File: src/rtl/register_file_if.sv
// Register file port bundle: write-back port, two operand read ports, a debug
// read port and the committed-write counter. Parameters must match register_file.
interface register_file_if #(
    parameter int unsigned N      = 32,
    parameter int unsigned ADDR_W = 5
) ();
    logic              we_i;
    logic [ADDR_W-1:0] rd_addr_i;
    logic [N-1:0]      rd_data_i;
    logic [ADDR_W-1:0] rs1_addr_i;
    logic [ADDR_W-1:0] rs2_addr_i;
    logic [ADDR_W-1:0] dbg_addr_i;
    logic [N-1:0]      rs1_data_o;
    logic [N-1:0]      rs2_data_o;
    logic [N-1:0]      dbg_data_o;
    logic [15:0]       wr_count_o;

    // Datapath side: drives write-back and read addresses, consumes read data
    modport master (
        output we_i, rd_addr_i, rd_data_i, rs1_addr_i, rs2_addr_i, dbg_addr_i,
        input  rs1_data_o, rs2_data_o, dbg_data_o, wr_count_o
    );

    // Register file side
    modport slave (
        input  we_i, rd_addr_i, rd_data_i, rs1_addr_i, rs2_addr_i, dbg_addr_i,
        output rs1_data_o, rs2_data_o, dbg_data_o, wr_count_o
    );
endinterface

File: src/rtl/register_file.sv
// Integer register bank: one synchronous write port, three combinational read
// ports (rs1, rs2, debug), register 0 hardwired to zero, saturating write count.
// Optional macro REGFILE_BYPASS_EN: forward the in-flight write-back data to any
// read port addressing the register being written in the same cycle.
module register_file #(
    parameter int unsigned N      = 32,
    parameter int unsigned ADDR_W = 5,
    parameter int unsigned REGS   = 32
) (
    input  logic            clk_i,
    input  logic            rst_i,
    register_file_if.slave  bus
);

    localparam int unsigned CNT_W   = 16;
    localparam logic [CNT_W-1:0] CNT_MAX = '1;

    logic [N-1:0]     r_regs [REGS];
    logic [CNT_W-1:0] r_wr_count;

    logic             w_wr_valid;
    logic [N-1:0]     w_rs1_data;
    logic [N-1:0]     w_rs2_data;
    logic [N-1:0]     w_dbg_data;

    // Index addresses a real register: not r0 and inside the bank
    function automatic logic f_live(input logic [ADDR_W-1:0] a);
        return (a != '0) && (32'(a) < REGS);
    endfunction

    // A write commits only to a live index and never while reset is held
    assign w_wr_valid = bus.we_i && f_live(bus.rd_addr_i) && !rst_i;

    // Register storage; reset clears the whole bank asynchronously
    always_ff @(posedge clk_i or posedge rst_i) begin
        if (rst_i) begin
            for (int unsigned i = 0; i < REGS; i++) begin
                r_regs[i] <= '0;
            end
        end else if (w_wr_valid) begin
            r_regs[bus.rd_addr_i] <= bus.rd_data_i;
        end
    end

    // Committed-write counter, holds at all-ones instead of wrapping
    always_ff @(posedge clk_i or posedge rst_i) begin
        if (rst_i) begin
            r_wr_count <= '0;
        end else if (w_wr_valid && (r_wr_count != CNT_MAX)) begin
            r_wr_count <= r_wr_count + CNT_W'(1);
        end
    end

    // Operand port 1: stored value, optionally overridden by the in-flight write
    always_comb begin
        w_rs1_data = '0;
        if (f_live(bus.rs1_addr_i)) begin
            w_rs1_data = r_regs[bus.rs1_addr_i];
        end
`ifdef REGFILE_BYPASS_EN
        if (w_wr_valid && (bus.rs1_addr_i == bus.rd_addr_i)) begin
            w_rs1_data = bus.rd_data_i;
        end
`endif
    end

    // Operand port 2
    always_comb begin
        w_rs2_data = '0;
        if (f_live(bus.rs2_addr_i)) begin
            w_rs2_data = r_regs[bus.rs2_addr_i];
        end
`ifdef REGFILE_BYPASS_EN
        if (w_wr_valid && (bus.rs2_addr_i == bus.rd_addr_i)) begin
            w_rs2_data = bus.rd_data_i;
        end
`endif
    end

    // Debug/display port
    always_comb begin
        w_dbg_data = '0;
        if (f_live(bus.dbg_addr_i)) begin
            w_dbg_data = r_regs[bus.dbg_addr_i];
        end
`ifdef REGFILE_BYPASS_EN
        if (w_wr_valid && (bus.dbg_addr_i == bus.rd_addr_i)) begin
            w_dbg_data = bus.rd_data_i;
        end
`endif
    end

    assign bus.rs1_data_o = w_rs1_data;
    assign bus.rs2_data_o = w_rs2_data;
    assign bus.dbg_data_o = w_dbg_data;
    assign bus.wr_count_o = r_wr_count;

endmodule

File: src/flat_wrapper.sv
// flat-port wrapper written by rule: the top's interface ports become plain ports
module register_file_flat 
#(
    parameter int unsigned N      = 32,
    parameter int unsigned ADDR_W = 5,
    parameter int unsigned REGS   = 32
)
  (clk_i, rst_i, bus_we_i, bus_rd_addr_i, bus_rd_data_i, bus_rs1_addr_i, bus_rs2_addr_i, bus_dbg_addr_i, bus_rs1_data_o, bus_rs2_data_o, bus_dbg_data_o, bus_wr_count_o);
  register_file_if #(.N(N), .ADDR_W(ADDR_W)) bus_i ();
  input  logic clk_i;
  input  logic rst_i;
  input wire logic [$bits(bus_i.we_i)-1:0] bus_we_i;
  input wire logic [$bits(bus_i.rd_addr_i)-1:0] bus_rd_addr_i;
  input wire logic [$bits(bus_i.rd_data_i)-1:0] bus_rd_data_i;
  input wire logic [$bits(bus_i.rs1_addr_i)-1:0] bus_rs1_addr_i;
  input wire logic [$bits(bus_i.rs2_addr_i)-1:0] bus_rs2_addr_i;
  input wire logic [$bits(bus_i.dbg_addr_i)-1:0] bus_dbg_addr_i;
  output wire logic [$bits(bus_i.rs1_data_o)-1:0] bus_rs1_data_o;
  output wire logic [$bits(bus_i.rs2_data_o)-1:0] bus_rs2_data_o;
  output wire logic [$bits(bus_i.dbg_data_o)-1:0] bus_dbg_data_o;
  output wire logic [$bits(bus_i.wr_count_o)-1:0] bus_wr_count_o;
  assign bus_i.we_i = bus_we_i;
  assign bus_i.rd_addr_i = bus_rd_addr_i;
  assign bus_i.rd_data_i = bus_rd_data_i;
  assign bus_i.rs1_addr_i = bus_rs1_addr_i;
  assign bus_i.rs2_addr_i = bus_rs2_addr_i;
  assign bus_i.dbg_addr_i = bus_dbg_addr_i;
  assign bus_rs1_data_o = bus_i.rs1_data_o;
  assign bus_rs2_data_o = bus_i.rs2_data_o;
  assign bus_dbg_data_o = bus_i.dbg_data_o;
  assign bus_wr_count_o = bus_i.wr_count_o;
  register_file #(.N(N), .ADDR_W(ADDR_W), .REGS(REGS)) u_core (.clk_i(clk_i), .rst_i(rst_i), .bus(bus_i));
endmodule
File: config.mk
export PLATFORM = sky130hd
export DESIGN_NAME = register_file_flat
export DESIGN_NICKNAME = d
export VERILOG_FILES = /design/src/rtl/register_file_if.sv /design/src/rtl/register_file.sv /design/src/flat_wrapper.sv
export SDC_FILE = /design/constraint.sdc
export NUM_CORES = 2
export LEC_CHECK = 0
export ABC_AREA = 0
export BUFFER_PORTS_ARGS = -buffer_cell sky130_fd_sc_hd__buf_4
export CORE_ASPECT_RATIO = 1.75
export CORE_MARGIN = 2
export CORE_UTILIZATION = 45
export CTS_CLUSTER_DIAMETER = 100
export DETAILED_ROUTE_END_ITERATION = 6
export GPL_ROUTABILITY_DRIVEN = 0
export GPL_TIMING_DRIVEN = 0
export MAX_ROUTING_LAYER = met4
export SYNTH_ARGS = -nofsm -noshare
export SYNTH_HDL_FRONTEND = slang
export SYNTH_SLANG_ARGS = --single-unit
export TNS_END_PERCENT = 50
File: constraint.sdc
create_clock -name clk_i -period 31.2 [get_ports clk_i]
set_input_delay 1.56 -clock clk_i [delete_from_list [all_inputs] [get_ports clk_i]]
set_output_delay 1.56 -clock clk_i [all_outputs]
set_load 0.05 [all_outputs]
======== Word-level counts from Yosys, hierarchy flattened ========
Cells that the tools add are included.
W data, S select, Z words.
word-level totals
  output and inout bits ................... 112
  flip-flop bits (word level) ............. 1040
operators by class
  $add $sub $neg .......................... 1
  bitwise operators ....................... 4
  muxes and demuxes ....................... 15
  $lt $le $gt $ge ......................... 5
  eq/ne operators ......................... 1
  reduce and logical (&&, ||, !) cells .... 9
operators by type and width
  operator                 count
  $bwmux W1024             1
  $bmux W32 S5             3
  $mux W32                 10
  $demux W32 S5            1
  $ge A6 B6 Y1 const B     4
  $not A5 Y6               4
  $reduce_bool A5 Y1       4
  $add A16 B1 Y16 const B  1
  $ne A16 B16 Y1 const B   1
  $lt A6 B1 Y1 const B     1
  $logic_and A1 B1 Y1      4
  $logic_not A1 Y1         1

======== Longest topological paths before layout ========
  depth after elaboration ................. 6
  gate-level depth with buffers ........... 8
  depth with buffers taken out ............ 5

======== Worst setup path before layout ========
No wires, ideal clock.
  path type ............................... in2out
  from .................................... in bus_dbg_addr_i[0]
  to ...................................... out bus_dbg_data_o[10]
  buffers on the path ..................... 4
  arrival ................................. 3912 ps
  data required time ...................... 29640 ps
  setup slack ............................. 25728 ps
  stages on the path ...................... 7
  path through ............................ buf_2 inv_1 buf_2 buf_2 clkbuf_1 o2111ai_1 a311oi_1
between the ends
  word-level cells in the longest chain between the ends .. 5
  elaborated cells on any way between the ends .. 6
  those cells by class .................... mux: 4; bitwise: 1; reduce/logical: 1
ends and longest elaborated chain
  item                                          RTL line             RTL
  start: declaration                            flat_wrapper.sv:17   input wire logic [$bits(bus_i.dbg_addr_i)-1:0] bus_dbg_addr_i;
  $not A5 Y6 (not written as such)              register_file.sv:84  w_dbg_data = r_regs[bus.dbg_addr_i];
  $bmux W32 S5                                  register_file.sv:84
  $mux W32 (not written as such) (2 in series)  register_file.sv:84
  $mux W32 (*)                                  register_file.sv:83  if (f_live(bus.dbg_addr_i)) begin
  end: declaration                              flat_wrapper.sv:20   output wire logic [$bits(bus_i.dbg_data_o)-1:0] bus_dbg_data_o;
Every way passes the cells marked *; elsewhere a longest branch is shown, timed or not. The select of a mux whose other input is x is not followed.

======== Worst setup path in the final report ========
  from .................................... in bus_dbg_addr_i[0]
  to ...................................... out bus_dbg_data_o[31]
The elaborated chain is that of the path after synthesis.

==> results.toml <==
[setup_path]
slowest_delay_ns = 1.04
critical_path.slowest_cell = "sky130_fd_sc_hd__clkbuf_1"
cp-end-kind = "output pin"
setup.worst_path.class = "in -> out"
dominant_cell_type_by_count_on_the_critical_path = "sky130_fd_sc_hd__buf_2"
capture_instance_of_the_worst_register_to_register_path = "u_core.bus.wr_count_o[11]"
worst_r2r_path_depth = 4
critical_path_peak_fanout = 10
worst_ep_required_time_ns = 29.64
worst_ep_arrival_time_ns = 5.76
critical_path.top_delay_family = "buffers and inverters"
start_kind = "input pin"
critical_path.reg2reg.startpoint = "u_core.bus.wr_count_o[2]"
setup.reg_to_reg.worst_slack_ns = 29.22
cp_cell_instances = "buf_2 > inv_1 > buf_2 > buf_2 > clkbuf_1 > o21ai_0 > a311oi_1 > buf_4"
worstPathBufferInverterCount = 6

[grt]
grt_util_all_layers_pct = 46.08
first_global_vias = 52360
grt_antenna_before_repair = 33
grt_first_pass_wirelength_um = 436200
grt_max_degree = 127
grt_remaining_overflow = 0

[pwr]
power.static_leakage_uw = 0.03115
worst_vdd_drop_mv = 0.05698
seq_power_share_pct = 42.4
netSwitchingFraction_pct = 32.36
pwr_density_cell_mw_per_mm2 = 56.81
power.switching_uw = 1313
share_of_total_power_in_combinational_logic_pct = 23.2
clkPwrFrac_pct = 34.4
cellInternalPower_uw = 2744

[sta]
finalClockSkew_ns = 0.02175
achievable-frequency_mhz = 136.7
maxSlewViolCount = 188
rsz_0062_raised_after_global_routing = "false"
hold_violations = 0
max_slew.worst_pin.slew_ns = 1.674
setup_viol = 0
fin_crit_share_pct = 23.45
worst_slew_margin_rel_pct = -11.58
sum_neg_setup_slack_ns = 0
final.min_clock_period_ns = 7.317

[final_layout]
utilization_pct = 50.82
syn2layout_area_growth_pct = 12.01
highest_count_cells_in_the_layout_ignoring_fill_and_taps = "1040 x sky130_fd_sc_hd__dfrtp_1, 983 x sky130_fd_sc_hd__mux2_2, 576 x sky130_fd_sc_hd__mux4_2"
fillCellCount = 12210
final_layout_size_suffix_gt1_share_pct = 45.33
commonest_non_fill_non_tap_cell_in_the_layout = "sky130_fd_sc_hd__dfrtp_1"
final_net_count = 4860
stdcell_area_mm2 = 0.07141

[detailed_routing]
vias = 52520
postRouteWirelength_um = 323300
drcViolationCount = 17
drtAntennaViolNets = 0
drt-wirelength-per-cell_um = 47.63
vias_per_cell = 7.737
drc_violation_total_after_the_first_tritonroute_iteration = 8085
drt-pass1-iter-count = 7

[synthesis]
asr_flop_ratio_synth_pct = 100.0
post_synthesis_cell_count = 4528
synthSimpleGateAreaFrac_pct = 2.473
synth-compound-area-share_pct = 6.602
yosys-mux-area-fraction_pct = 45.63
synth-edff-count = 0
syn-mean-instance-area_um2 = 14.08
synth_top_family_by_area = "multiplexers"
ys_top_cells_by_area = "sky130_fd_sc_hd__dfrtp_1 41%, sky130_fd_sc_hd__mux4_2 20%, sky130_fd_sc_hd__mux2_2 17%, sky130_fd_sc_hd__mux2i_1 6.0%, sky130_fd_sc_hd__mux2_1 1.9%"
yosys.area.top_type_share_pct = 40.82
syn_area_mm2 = 0.06375
synthesis.nets = 4584
ys_warn_count = 0
synth.lib_cells_used.distinct = 44
synth_largest_area_cell = "sky130_fd_sc_hd__dfrtp_1"
seq_area_frac_synth_pct = 40.82
synth-xor-area-share_pct = 0.1923
synth.ff_latch_count = 1040
synthFlopType = "sky130_fd_sc_hd__dfrtp_1"
synth-adder-area-share_pct = 0.01963

[clock_tree]
cts_buffers = 105
tritoncts_sinks = 1040
htreeDepth = 3
setup_bufs_post_cts = 0
cts.hold.buffers_added = 0
clock_latency_ns = 0.79
clk_root_buf = "sky130_fd_sc_hd__clkbuf_16"
cts_resized = 0
cts_tree = "yes"
clock_tree.buffer_depth = 3
clk_pin_slew_ns = 0.06

[place]
dp_hpwl_um = 224100
io_buffer_count = 151
detailed_place.area_mm2 = 0.06758

[die]
fp-row-count = 182
chipWidth_um = 288.5
die-area_mm2 = 0.1448
floorplan.core_area_mm2 = 0.1405
floorplan.io_pins = 167
die_h_um = 501.9
initial_util_pct = 45.38

[min_path]
whs_path_depth = 1
launch_point_of_the_worst_hold_path = "u_core.bus.wr_count_o[15]"
worstHoldEndpoint = "u_core.bus.wr_count_o[15]"
holdCritPathClass = "reg -> reg"

[run_status]
failed_checks = "DRC, capacitance limit, slew limit"
status = "finished with violations"

[job]
cap_violations = 17
-- kinds of logic after synthesis --
group                      after synthesis
muxes                                 2050
DFF                                   1040
AOI/OAI and AO/OA                      571
buffers and inverters                  553
and+or+nand+nor                        299
xor gates and xnor gates                14
adders and majority gates                1
-- power by group through the flow --
stage	clock [uW]	sequential [uW]	combinational, uW
after floorplan	0	1670	632
after global placement	0	1720	886
after detailed placement	0	1730	906
after CTS	1380	1710	909
after global routing	1430	1740	963
final	1400	1720	940
-- cell usage after synthesis (12+ instances only) --
cell / count
sky130_fd_sc_hd__o221ai_1: 64
sky130_fd_sc_hd__a22oi_1: 96
sky130_fd_sc_hd__nand4_1: 39
sky130_fd_sc_hd__a311oi_1: 64
sky130_fd_sc_hd__nor2_1: 27
sky130_fd_sc_hd__clkbuf_1: 263
sky130_fd_sc_hd__a21oi_1: 33
sky130_fd_sc_hd__dfrtp_1: 1040
sky130_fd_sc_hd__mux2_1: 106
sky130_fd_sc_hd__nand3_1: 12
sky130_fd_sc_hd__nand2_1: 108
sky130_fd_sc_hd__o21ai_0: 114
sky130_fd_sc_hd__buf_2: 182
sky130_fd_sc_hd__a211oi_1: 97
sky130_fd_sc_hd__buf_4: 81
sky130_fd_sc_hd__mux4_2: 576
sky130_fd_sc_hd__xnor2_1: 14
sky130_fd_sc_hd__o2111ai_1: 17
sky130_fd_sc_hd__mux2_2: 983
sky130_fd_sc_hd__a221oi_1: 81
sky130_fd_sc_hd__mux2i_1: 385
sky130_fd_sc_hd__nor2b_1: 74
sky130_fd_sc_hd__buf_6: 13
-- through the flow --
| step | cells | worst slack (ns) | hold WS (ns) | power (uW) |
|---|---|---|---|---|
| global route | 6771 | 24.17 | 0.5277 | 4132 |
| floorplan | 4528 | 0.3699 | 0.4580 | 2307 |
| CTS | 6730 | 24.17 | 0.5005 | 4000 |
| finish | 6788 | 23.88 | 0.4972 | 4057 |
| detailed placement | 6534 | 24.18 | 0.4846 | 2638 |
| global placement | 6519 | -11.91 | 0.4750 | 2611 |
-- sequential cells by signal (all words and copies together), names as in the netlist --
signal / count
u_core.r_regs: 1024
u_core.bus.wr_count_o: 16
-- how the worst max path moves through the flow --
stage,from,to,slack (ns),cells after the start
after floorplan,rst_i,u_core.bus.wr_count_o[0],0.37,1
after global placement,rst_i,u_core.r_regs[688],-11.91,2
after detailed placement,bus_rs1_addr_i[0],bus_rs1_data_o[21],24.18,8
after CTS,bus_rs1_addr_i[0],bus_rs1_data_o[21],24.17,8
after global routing,bus_rs2_addr_i[2],bus_rs2_data_o[20],24.17,8
final,bus_dbg_addr_i[0],bus_dbg_data_o[31],23.88,8
-- per-layer routing --
layer | global-route usage (%) | routed length, um | vias up
met5 | - | 0 | -
met1 | 48.95 | 103000 | 27020
met2 | 65.99 | 142600 | 4953
li1 | - | - | 18570
met4 | 41.66 | 36690 | 0
met3 | 17.80 | 41020 | 1982
-- layout make-up --
class                   count  area (um2)  share of cell area (%)
well taps                1840        2302                   3.224
clock inverters            32       460.4                  0.6448
clock buffers             164        3181                   4.454
repair buffers            169        1530                   2.143
plain buffers             548        2726                   3.818
inverters                   5       26.28                 0.03680
flip-flops and latches   1040       26030                   36.45
multi-input cells        2935       35020                   49.04
diodes                     55       137.6                  0.1927
Power figures use the tool's default switching activity.
